===== config.mk =====
export PLATFORM = sky130hd
export DESIGN_NAME = interpolate_r_flat
export DESIGN_NICKNAME = d
export VERILOG_FILES = /design/src/rtl/interp_pkg.sv /design/src/rtl/interpolate_r_if.sv /design/src/rtl/interp_phase_counter.sv /design/src/rtl/interpolate_r.sv /design/src/flat_wrapper.sv
export SDC_FILE = /design/constraint.sdc
export NUM_CORES = 1
export LEC_CHECK = 0
export BUFFER_PORTS_ARGS = -buffer_cell sky130_fd_sc_hd__clkbuf_2
export CORE_UTILIZATION = 46
export DETAILED_ROUTE_END_ITERATION = 8
export GPL_TIMING_DRIVEN = 0
export PLACE_DENSITY = 0.8
export SLEW_MARGIN = 20
export SYNTH_ARGS = -nofsm -noshare
export SYNTH_HDL_FRONTEND = slang
export SYNTH_SLANG_ARGS = --single-unit

===== constraint.sdc =====
create_clock -name clk -period 3.7 [get_ports clk]
set_clock_uncertainty 0.15 [all_clocks]
set_input_delay 0.185 -clock clk [delete_from_list [all_inputs] [get_ports clk]]
set_output_delay 0.185 -clock clk [all_outputs]
set_load 0.05 [all_outputs]

===== src/rtl/interp_pkg.sv =====
// Shared definitions for the R-fold interpolator (and its decimator sibling).
package interp_pkg;

  typedef enum logic {
    IDLE = 1'b0,
    RUN  = 1'b1
  } state_t;

  localparam int unsigned DEF_R          = 5;
  localparam int unsigned DEF_DATA_WIDTH = 22;

  // Phase counter width; never below one bit.
  function automatic int unsigned phase_width(input int unsigned r);
    return (r < 2) ? 1 : $clog2(r);
  endfunction

endpackage


===== src/rtl/interpolate_r_if.sv =====
// Sample handshake between the waveform source and the interpolator.
interface interpolate_r_if
  import interp_pkg::*;
#(
  parameter int unsigned DATA_WIDTH = DEF_DATA_WIDTH
) ();

  logic signed [DATA_WIDTH-1:0] din;
  logic                         din_valid;
  logic                         din_ready;
  logic signed [DATA_WIDTH-1:0] dout;
  logic                         dout_valid;
  logic                         underrun;

  modport master (
    output din, din_valid,
    input  din_ready, dout, dout_valid, underrun
  );

  modport slave (
    input  din, din_valid,
    output din_ready, dout, dout_valid, underrun
  );

endinterface


===== src/rtl/interp_phase_counter.sv =====
// Modulo-R phase counter with synchronous restart and terminal-count flag.
module interp_phase_counter
  import interp_pkg::*;
#(
  parameter int unsigned R = DEF_R
) (
  input  logic                        clk,
  input  logic                        rst,
  input  logic                        start,
  input  logic                        en,
  output logic [phase_width(R)-1:0]   c,
  output logic                        last
);

  localparam int unsigned PW = phase_width(R);
  localparam logic [PW-1:0] LAST_PHASE = PW'(R - 1);

  assign last = (c == LAST_PHASE);

  // Restart wins over advance; wrap to zero after the terminal phase.
  always_ff @(posedge clk or posedge rst) begin
    if (rst) begin
      c <= '0;
    end else if (start) begin
      c <= '0;
    end else if (en) begin
      c <= last ? '0 : PW'(c + PW'(1));
    end
  end

endmodule


===== src/rtl/interpolate_r.sv =====
// R-fold interpolator: one sample in, R samples out (sample then zeros).
// Build option INTERP_HOLD_EN: repeat the sample for all R phases instead.
module interpolate_r
  import interp_pkg::*;
#(
  parameter int unsigned R          = DEF_R,
  parameter int unsigned DATA_WIDTH = DEF_DATA_WIDTH
) (
  input  logic            clk,
  input  logic            rst,
  interpolate_r_if.slave  bus
);

  localparam int unsigned PW = phase_width(R);
  localparam logic [PW-1:0] LAST_PHASE = PW'(R - 1);

  state_t                       state, state_n;
  logic [PW-1:0]                c;
  logic                         last;
  logic                         accept;
  logic                         run_cont;
  logic signed [DATA_WIDTH-1:0] hold, hold_n;
  logic signed [DATA_WIDTH-1:0] dout_n;
  logic                         dout_valid_n;
  logic                         underrun_n;

  interp_phase_counter #(.R(R)) u_phase (
    .clk   (clk),
    .rst   (rst),
    .start (accept),
    .en    (state == RUN),
    .c     (c),
    .last  (last)
  );

  // State register.
  always_ff @(posedge clk or posedge rst) begin
    if (rst) begin
      state <= IDLE;
    end else begin
      state <= state_n;
    end
  end

  // Next state: stay in RUN while samples keep arriving on the last phase.
  always_comb begin
    state_n = state;
    unique case (state)
      IDLE: if (accept) state_n = RUN;
      RUN:  if (last && !accept) state_n = IDLE;
      default: state_n = IDLE;
    endcase
  end

  // Output decode: ready strobe plus next values of the registered outputs.
  always_comb begin
    bus.din_ready = (state == IDLE) || (c == LAST_PHASE);
    accept        = bus.din_valid && bus.din_ready;
    run_cont      = (state == RUN) && !last;
    hold_n        = accept ? bus.din : hold;
    dout_valid_n  = accept || run_cont;
    underrun_n    = (state == RUN) && last && !accept;
`ifdef INTERP_HOLD_EN
    dout_n        = accept ? hold_n : (run_cont ? hold : '0);
`else
    dout_n        = accept ? hold_n : '0;
`endif
  end

  // Hold register and registered outputs.
  always_ff @(posedge clk or posedge rst) begin
    if (rst) begin
      hold           <= '0;
      bus.dout       <= '0;
      bus.dout_valid <= 1'b0;
      bus.underrun   <= 1'b0;
    end else begin
      hold           <= hold_n;
      bus.dout       <= dout_n;
      bus.dout_valid <= dout_valid_n;
      bus.underrun   <= underrun_n;
    end
  end

endmodule


===== src/flat_wrapper.sv =====
// flat-port wrapper written by rule: the top's interface ports become plain ports
module interpolate_r_flat import interp_pkg::*;
#(
  parameter int unsigned R          = DEF_R,
  parameter int unsigned DATA_WIDTH = DEF_DATA_WIDTH
)
  (clk, rst, bus_din, bus_din_valid, bus_din_ready, bus_dout, bus_dout_valid, bus_underrun);
  interpolate_r_if #(.DATA_WIDTH(DATA_WIDTH)) bus_i ();
  input  logic clk;
  input  logic rst;
  input wire logic [$bits(bus_i.din)-1:0] bus_din;
  input wire logic [$bits(bus_i.din_valid)-1:0] bus_din_valid;
  output wire logic [$bits(bus_i.din_ready)-1:0] bus_din_ready;
  output wire logic [$bits(bus_i.dout)-1:0] bus_dout;
  output wire logic [$bits(bus_i.dout_valid)-1:0] bus_dout_valid;
  output wire logic [$bits(bus_i.underrun)-1:0] bus_underrun;
  assign bus_i.din = bus_din;
  assign bus_i.din_valid = bus_din_valid;
  assign bus_din_ready = bus_i.din_ready;
  assign bus_dout = bus_i.dout;
  assign bus_dout_valid = bus_i.dout_valid;
  assign bus_underrun = bus_i.underrun;
  interpolate_r #(.R(R), .DATA_WIDTH(DATA_WIDTH)) u_core (.clk(clk), .rst(rst), .bus(bus_i));
endmodule

# Word-level counts from Yosys, hierarchy flattened

Cells that the tools add are included.
Widths: inputs -> output; s select.

Register bits after elaboration: 50
Output and inout bits: 25
Logic and storage cells: 27
Input port bits: 25

Reduce and logical (&&, ||, !) cells: 10
Equal/unequal tests: 1
Bitwise operators: 1
Muxes and demuxes: 8
Add/sub/neg operators: 1

Operators with widths:

| cell                | count |
|---|---|
| $mux 22             | 2 |
| $mux 3              | 3 |
| $logic_and 1x1->1   | 5 |
| $add 3x1->3 const B | 1 |
| $eq 3x3->1 const B  | 1 |
| $logic_not 1->1     | 2 |
| $logic_or 1x1->1    | 2 |
| $mux 1              | 2 |
| $pmux 1 s2          | 1 |
| $reduce_bool 2->1   | 1 |
| $not 1->1           | 1 |

# Depth between registers and ports, before layout

Gate-level depths: netlist of the first run.

Depth after elaboration: 7
Mapped depth: 5
Mapped depth without buffers: 5

# Hierarchy

From an unflattened synthesis of the first run, not the netlist that was laid out.

Cell total of the unflattened synthesis: 78
Area, all modules: 1023.5 µm²

Modules (own cells, without submodules):

| module               | area each (µm²) | times used | cells each |
|---|---|---|---|
| interpolate_r        | 853.3           | 1          | 59 |
| interp_phase_counter | 170.2           | 1          | 19 |

# Least setup slack after synthesis of the first run

No wires, ideal clock.

Path kind: register to register
Start point: register u_core.u_phase.c[0]
End point: register u_core.bus.dout_valid
Setup slack: 2.233 ns
Clock period less this slack: 1.467 ns
Arrival: 1.193 ns
Cell stages (with the launch flop): 6
Path buffers: 1
Path through: dfrtp_1 > inv_1 > ha_1 > a21bo_4 > buf_6 > or2b_1

Word-level cells in the longest chain between the ends: 4
Elaborated cells between the ends (all ways): 6
Classes of those cells: 1 x eq/ne; 5 x reduce/logical

Ends and longest elaborated chain:

| element                       | line                       | RTL |
|---|---|---|
| start: declaration            | interp_phase_counter.sv:11 | `output logic [phase_width(R)-1:0] c,` |
| start signal: assignment      | interp_phase_counter.sv:27 | `c <= last ? '0 : PW'(c + PW'(1));` |
| $eq 3x3->1                    | interpolate_r.sv:57        | `bus.din_ready = (state == IDLE) \|\| (c == LAST_PHASE);` |
| $logic_or 1x1->1              | interpolate_r.sv:57        |  |
| named net bus_din_ready       | flat_wrapper.sv:13         | `output wire logic [$bits(bus_i.din_ready)-1:0] bus_din_ready;` |
| $logic_and 1x1->1             | interpolate_r.sv:58        | `accept = bus.din_valid && bus.din_ready;` |
| $logic_or 1x1->1              | interpolate_r.sv:61        | `dout_valid_n = accept \|\| run_cont;` |
| named net u_core.dout_valid_n | interpolate_r.sv:24        | `logic dout_valid_n;` |
| end signal: assignment        | interpolate_r.sv:80        | `bus.dout_valid <= dout_valid_n;` |
| end: declaration              | interpolate_r_if.sv:22     | `output din_ready, dout, dout_valid, underrun` |

The timed path passes the listed nets, and every way through them passes these cells.
A chain may end at the register's enable or synchronous reset.

# Worst setup path in the final report of the first run

Start point: register u_core.u_phase.c[0]
End point: output port bus_din_ready

Word-level cells in the longest chain between the ends: 2

Ends and longest elaborated chain:

| element          | line |
|---|---|
| $eq 3x3->1       | interpolate_r.sv:57 |
| $logic_or 1x1->1 | interpolate_r.sv:57 |
| end: declaration | flat_wrapper.sv:13 |

No other way between the ends.

==> results by group, run 1 <==
Routing
  – Antenna viol nets, final: 0
  – DRC Markers: 0
  – Drt first pass iters: 4
  – DR iter-0 viols: 9
  – Routed via count: 803
  – Detailed Route WL: 2223 um
  – Wire per inst: 12.56 um
  – Via density: 4.537

Placed design
  – IO buf count: 49
  – Dpl hpwl: 1401 um
  – Routability cong.: 0.7428
  – Dpl cells: 151

Die
  – Standard-cell rows: 17
  – Die width: 50.62 um
  – Die height: 50.62 um
  – Initial Utilization: 49.15%
  – Die area: 2562 um2
  – Core area: 2212 um2
  – Io pins: 50

Synth
  – Yosys cell types: 17
  – YS warnings: 0
  – Synth Register Bits: 28
  – Syn Std Cell Area: 1087 um2
  – Synth Area per Inst: 14.69 um2
  – Post-Syn Nets: 101
  – Synth area leader: dfrtp_1
  – Share of the synthesized area in the top cell type: 64.44%
  – Mapped Cells: 74
  – Sequential-to-total area share from yosys stat: 64.44%
  – Top cells by area, synth: dfrtp_1, and3_4, and3_2

Timing
  – RSZ-0062 raised after global routing: no
  – Final hold violations: 0
  – Worst slew margin: 62.31%
  – Max-slew violations: 0
  – Setup Viol. Count Final: 0
  – Fmax achieved: 507.8 MHz
  – Fin crit share: 53.23%
  – Final min period: 1969 ps
  – Fin Setup TNS: 0 ps
  – Least-Margin Pin Slew: 564.6 ps

CTS
  – Clk slew on worst S/H paths: 140 ps
  – Htree depth: 1
  – Num CTS Buffers: 3
  – Clk_lat worst skew: 320 ps
  – Post-CTS Hold Buffers: 23
  – Clk root buf: clkbuf_4
  – CTS Sinks: 28
  – Post-CTS Setup Bufs: 0
  – CTS tree: done
  – Cts repair resizes: 0
  – Clock Path Buffers: 2

Global routing
  – Vias in the first global route: 779
  – Initial antenna violation count: 0
  – Pin count of the biggest net entering global routing: 29
  – First-pass GRT wire length: 3608 um
  – GR Overflow Total: 0
  – Total GRT Usage: 19.21%

Worst setup path
  – Crit path required time: 3370 ps
  – Max FO, Critical Path: 10
  – Critical Path AT: 1630 ps
  – CP Class: reg -> out
  – Cells on worst reg2reg path: 5
  – CP startpoint kind: flop
  – Type of destination of the critical path: output pin

Min path
  – Hold crit path type: in -> reg
  – Worst Hold Path Cells: 2

Pwr
  – PwrDens: 558.4 nW/um2
  – VDD IR max: 0.3356 mV
  – LEAKAGE: 0.8764 nW

Layout
  – Layout cell share with drive strength beyond 1: 53.02%
  – Multi-input gate area: 344.1 um2
  – Post-route insts no fill: 177
  – Register area: 700.7 um2
  – Area Growth Syn to Fin: 49.02%
  – Number of diodes: 0
  – Filler cells: 153
  – Final nets: 178

Outcome
  – Status: finished clean

Job
  – Total of max-cap violations: 0
## power by group
| group | leakage, nW | internal, mW | total [mW] | switching [mW] |
|---|---|---|---|---|
| combinational | 0.489 | 0.147 | 0.398 | 0.251 |
| clock | 0.0138 | 0.0381 | 0.120 | 0.0823 |
| sequential | 0.373 | 0.358 | 0.386 | 0.0282 |
| total | 0.876 | 0.543 | 0.905 | 0.362 |
## state kept, by name, indices dropped and copies added (netlist names)
register / flops
u_core.bus.underrun: 1
u_core.bus.dout_valid: 1
u_core.bus.dout: 22
u_core.state: 1
u_core.u_phase.c: 3
## cells in the mapped netlist
library cell / count
a21bo_4: 1
and3_2: 6
and3_4: 16
buf_6: 2
clkbuf_1: 1
clkbuf_2: 1
dfrtp_1: 28
ha_1: 2
inv_1: 3
nand2_1: 4
nand3_1: 1
nor2_1: 1
nor2b_1: 1
nor3b_1: 2
o21ai_0: 2
o31ai_1: 1
or2b_1: 2
## layout by cell type (no fill, tap or decap), drive strengths merged, types with 3 or more instances in the layout
master and n:
and3 22, dfrtp 28, clkbuf 54, dlygate4sd3 23, inv 3, nand2 4
## worst max-delay path, stage by stage (launching register included)
cell      delay (ps)
dfrtp_1          420
inv_1             60
ha_1             230
a21bo_4          250
buf_6            140
clkbuf_2         230
## path summary, 6_finish.rpt
| check | startpoint | endpoint | slack (ps) |
|---|---|---|---|
| min | bus_din_valid | u_core.bus.dout[4]$_DFF_PP0_ | 30 |
| min in group asynchronous | rst | u_core.bus.dout[12]$_DFF_PP0_ | 280 |
| min reg2reg | u_core.u_phase.c[0]$_DFFE_PP0P_ | u_core.u_phase.c[0]$_DFFE_PP0P_ | 400 |
| max | u_core.u_phase.c[0]$_DFFE_PP0P_ | bus_din_ready | 1730 |
| max in group asynchronous | rst | u_core.bus.dout_valid$_DFF_PP0_ | 2740 |
| max reg2reg | u_core.u_phase.c[0]$_DFFE_PP0P_ | u_core.bus.dout[13]$_DFF_PP0_ | 2180 |
## per-stage QoR
stage / worst slack (ps) / total power [mW] / util (%) / hold WS (ps) / instance area, um2
2_1_floorplan: 2233 / 0.6854 / - / 100.4 / 1087
3_3_place_gp: 2105 / 0.7585 / 61.82 / 286.8 / 1368
3_5_place_dp: 2086 / 0.7708 / 61.82 / 297.3 / 1368
4_1_cts: 1714 / 0.9072 / 73.25 / 29.96 / 1620
5_1_grt: 1614 / 0.9545 / 73.25 / 30.23 / 1620
6_report: 1731 / 0.9047 / 73.25 / 32.24 / 1620
## layer usage
metal | GRT usage, % | vias to the layer above | routed length (um)
li1 | - | 401 | -
met1 | 25.25 | 371 | 973
met2 | 32.67 | 31 | 1147
met3 | 3.939 | 0 | 102
met4 | 4.167 | 0 | 0
met5 | 0 | - | 0
## area by class of cell
| cell class | instances | share of cell area [%] |
|---|---|---|
| Sequential cell | 28 | 43.24 |
| Multi-Input combinational cell | 39 | 21.24 |
| Timing Repair Buffer | 72 | 29.34 |
| Tap cell | 28 | 2.162 |
| Clock buffer | 3 | 1.390 |
| Inverter | 3 | 0.6950 |
| Buffer | 4 | 1.931 |
## cell families (layout without fill, tap and decap cells)
group                    Yosys count  after routing  share of synthesized area, %
AND/OR/NAND/NOR                   33             33                         26.23
adder cells (fa/ha/maj)            2              2                         2.301
buffers and inverters              7             82                         3.912
AO/OA/AOI/OAI                      4              4                         3.108
flip-flops                        28             28                         64.44
Power figures use the tool's default switching activity.
==> run 2, diff against run 1 <==
--- a/config.mk
+++ b/config.mk
@@ -5,11 +5,13 @@
 export SDC_FILE = /design/constraint.sdc
 export NUM_CORES = 1
 export LEC_CHECK = 0
+export ABC_AREA = 1
 export BUFFER_PORTS_ARGS = -buffer_cell sky130_fd_sc_hd__clkbuf_2
-export CORE_UTILIZATION = 46
+export CORE_ASPECT_RATIO = 2
+export CORE_UTILIZATION = 38
 export DETAILED_ROUTE_END_ITERATION = 8
 export GPL_TIMING_DRIVEN = 0
-export PLACE_DENSITY = 0.8
+export PLACE_DENSITY = 0.71
 export SLEW_MARGIN = 20
 export SYNTH_ARGS = -nofsm -noshare
 export SYNTH_HDL_FRONTEND = slang
==> constraint.sdc (replaced) <==
create_clock -name clk -period 1.8 [get_ports clk]
set_clock_uncertainty 0.15 [all_clocks]
set_input_delay 0.09 -clock clk [delete_from_list [all_inputs] [get_ports clk]]
set_output_delay 0.09 -clock clk [all_outputs]
set_load 0.05 [all_outputs]
==> run 2 against run 1 <==
  * Combinational power grew to 2.6 times the previous value
  * Hold slack gained 210 ps
  * Cell count grew 18%
  * Utilization shrank 8.1 points
  * Critical endpoint unchanged
  * Largest power group unchanged
  * Highest routed layer is now met4
==> results by group, run 2 <==
Outcome
  – Status: finished clean (unchanged)

Pwr
  – VDD IR max: 0.9933 mV (was 0.3356 mV)
  – Power Total: 2.361 mW (was 904.7 uW)
  – PwrDens: 1393 nW/um2 (was 558.4 nW/um2)
  – LEAKAGE: 1.068 nW (was 0.8764 nW)

Synth
  – Most common cell in the netlist: dfrtp_1 (unchanged)
  – FFs w/ async S/R, synth: 100.0% (unchanged)
  – Synth Area per Inst: 10.48 um2 (was 14.69 um2)
  – Post-synth EDFFs: 0 (unchanged)
  – Synth Register Bits: 28 (unchanged)
  – Syn Std Cell Area: 1059 um2 (was 1087 um2)
  – Mapped Cells: 101 (was 74)
  – Top FF cell, synth: dfrtp_1 (unchanged)
  – YS warnings: 0 (unchanged)
  – Post-Syn Nets: 128 (was 101)
  – Synth top cells by count: dfrtp_1, inv_1, nand3_1 (was dfrtp_1, and3_4, and3_2)
  – Yosys cell types: 14 (was 17)
  – Sequential-to-total area share from yosys stat: 66.19% (was 64.44%)
  – Top cells by area, synth: dfrtp_1, nand3_1, inv_1 (was dfrtp_1, and3_4, and3_2)
  – Share of the synthesized area in the top cell type: 66.19% (was 64.44%)
  – Synth area leader: dfrtp_1 (unchanged)

Routing
  – Detailed Route WL: 2519 um (was 2223 um)
  – Wire per inst: 12.05 um (was 12.56 um)
  – DR iter-0 viols: 23 (was 9)
  – Routed via count: 941 (was 803)
  – DRC Markers: 0 (unchanged)
  – Via density: 4.502 (was 4.537)
  – Antenna viol nets, final: 0 (unchanged)
  – Drt first pass iters: 4 (unchanged)

Layout
  – Most flop-heavy register: u_core.bus.dout (unchanged)
  – Top flop regs: u_core.bus.dout (22), u_core.u_phase.c (3) (unchanged)
  – Commonest cells after routing, fill and taps aside: clkbuf_2, dfrtp_1, inv_1, dlygate4sd3_1, nand3_1 (was clkbuf_2, dfrtp_1, dlygate4sd3_1, and3_4, and3_2)
  – Final nets: 209 (was 178)
  – Filler cells: 207 (was 153)
  – Number of diodes: 0 (unchanged)
  – Post-route insts no fill: 209 (was 177)
  – Layout cell share with drive strength beyond 1: 37.57% (was 53.02%)
  – Largest register FFs: 22 (unchanged)
  – Area Growth Syn to Fin: 60.17% (was 49.02%)
  – Most common cell after layout, fill and taps aside: clkbuf_2 (unchanged)

Worst setup path
  – Critical Path AT: 1440 ps (was 1630 ps)
  – Max FO, Critical Path: 10 (unchanged)
  – CP Class: reg -> out (unchanged)
  – Type of destination of the critical path: output pin (unchanged)
  – Crit path required time: 1560 ps (was 3370 ps)
  – CP startpoint kind: flop (unchanged)

Global routing
  – Met2 usage: 33.17% (was 32.67%)
  – Pin count of the biggest net entering global routing: 29 (unchanged)
  – First-pass GRT wire length: 4015 um (was 3608 um)
  – Gr busiest metal: met2 (unchanged)
  – Initial antenna violation count: 0 (unchanged)
  – GR Overflow Total: 0 (unchanged)
  – Met1 Usage GRT: 20.76% (was 25.25%)
  – Total GRT Usage: 19.24% (was 19.21%)
  – Vias in the first global route: 965 (was 779)
  – GRT met3 Usage: 2.624% (was 3.939%)

CTS
  – Htree depth: 1 (unchanged)
  – Num CTS Buffers: 3 (unchanged)
  – Clock Path Buffers: 2 (unchanged)
  – CTS tree: done (unchanged)
  – Clk root buf: clkbuf_8 (was clkbuf_4)
  – Clk slew on worst S/H paths: 90 ps (was 140 ps)
  – Clk_lat worst skew: 270 ps (was 320 ps)
  – CTS Sinks: 28 (unchanged)

Die
  – Die area: 3013 um2 (was 2562 um2)
  – Die height: 76.64 um (was 50.62 um)
  – Initial Utilization: 40.67% (was 49.15%)
  – Die width: 39.32 um (was 50.62 um)
  – Io pins: 50 (unchanged)
  – Standard-cell rows: 26 (was 17)
  – Core area: 2603 um2 (was 2212 um2)

Min path
  – Hold crit path type: in -> async (was in -> reg)

Timing
  – Final min period: 1684 ps
  – Fin crit share: 93.53%
  – Fin Setup TNS: 0 ps (unchanged)
  – Worst slew margin: 64.28% (was 62.31%)
  – Fmax achieved: 594.0 MHz
  – Max-slew violations: 0 (unchanged)
  – Setup Viol. Count Final: 0 (unchanged)
  – Least-Margin Pin Slew: 535.0 ps (was 564.6 ps)
  – RSZ-0062 raised after global routing: no (unchanged)
  – Final hold violations: 0 (unchanged)

Placed design
  – Routability cong.: 0.7526 (was 0.7428)
  – Dpl cells: 177 (was 151)
  – Dpl hpwl: 1532 um (was 1401 um)
  – IO buf count: 48 (was 49)

Job
  – Total of max-cap violations: 0 (unchanged)
==> run 2: cell types whose count changed after synthesis, sizes merged, moves of 3 or more <==
| cell | before | now |
|---|---|---|
| inv | 3 | 27 |
| buf | 2 | 5 |
| and3 | 22 | 0 |
| nand2 | 4 | 10 |
| nand3 | 1 | 22 |
==> run 2: routing by layer <==
layer  part of all wire, %  up-vias  wire length (um)
met2                    58       35              1452
met3                   4.7        9               119
li1                      -      456                 -
met1                    34      441               867
met5                     0        -                 0
met4                   3.1        0                79
==> run 2: worst paths after layout <==
kind	startpoint	endpoint	slack (ps)	depth (start not counted)
max in group asynchronous	rst	u_core.u_phase.c[2]$_DFFE_PP0P_	890	3
min in group clk	u_core.u_phase.c[1]$_DFFE_PP0P_	u_core.u_phase.c[1]$_DFFE_PP0P_	380	2
min	rst	u_core.state$_DFF_PP0_	250	3
min reg2reg	u_core.u_phase.c[1]$_DFFE_PP0P_	u_core.u_phase.c[1]$_DFFE_PP0P_	380	2
max	u_core.u_phase.c[0]$_DFFE_PP0P_	bus_din_ready	120	6
max reg2reg	u_core.u_phase.c[0]$_DFFE_PP0P_	u_core.bus.dout[6]$_DFF_PP0_	350	8
==> run 2: cell families (layout without fill, tap and decap cells) <==
logic type	count (synthesis)	count (layout)	share of synthesized area, %
DFF	28	28	66.19
AOI/OAI and AO/OA	1	1	0.4724
buffers and inverters	32	112	13.12
adders and majority gates	2	2	2.364
and+or+nand+nor	38	38	17.85
==> run 2: timing repair <==
action / 4_1_cts / 5_1_grt
setup endpoints to repair: 0 / 4
resized for setup: 0 / 8
buffers inserted: 0 / 3
hold buffers: 27 / 0
endpoints found under the hold margin: 52 / 0
==> run 2: power breakdown <==
part	switching (mW)	leakage, nW	total, mW	internal [mW]
Sequential	0.0699	0.372	0.830	0.760
Clock	0.183	0.0357	0.481	0.298
Combinational	0.707	0.661	1.05	0.343
Total	0.960	1.07	2.36	1.40
==> run 2: worst max-delay path, cell delays in order, from the launching register on <==
cell and delay (ps):
dfrtp_1 420, inv_2 60, ha_2 160, nand2_2 70, nand2_4 120, buf_6 140
buf_4 200
==> run 2: per-stage QoR <==
step | hold slack [ps] | setup WS (ps) | utilization (%) | area (um2)
3_3_place_gp | 158.5 | 366.5 | 51.25 | 1334
6_report | 246.6 | 116.4 | 65.14 | 1695
3_5_place_dp | 162.4 | 351.5 | 51.25 | 1334
4_1_cts | 374.0 | 44.33 | 64.38 | 1675
2_1_floorplan | 5.413 | 513.0 | - | 1059
5_1_grt | 318.6 | 28.61 | 65.14 | 1695
==> run 2: area by class of cell <==
type                       count  area, um2  area share (%)
clock buffer                   3      41.29           2.435
multi-input combinational     41      231.5           13.65
clock inverter                 1      30.03           1.771
inverter                      27      101.3           5.978
timing repair buffer          76      518.0           30.55
buffer                         5      37.54           2.214
tap                           28      35.03           2.066
sequential                    28      700.7           41.33
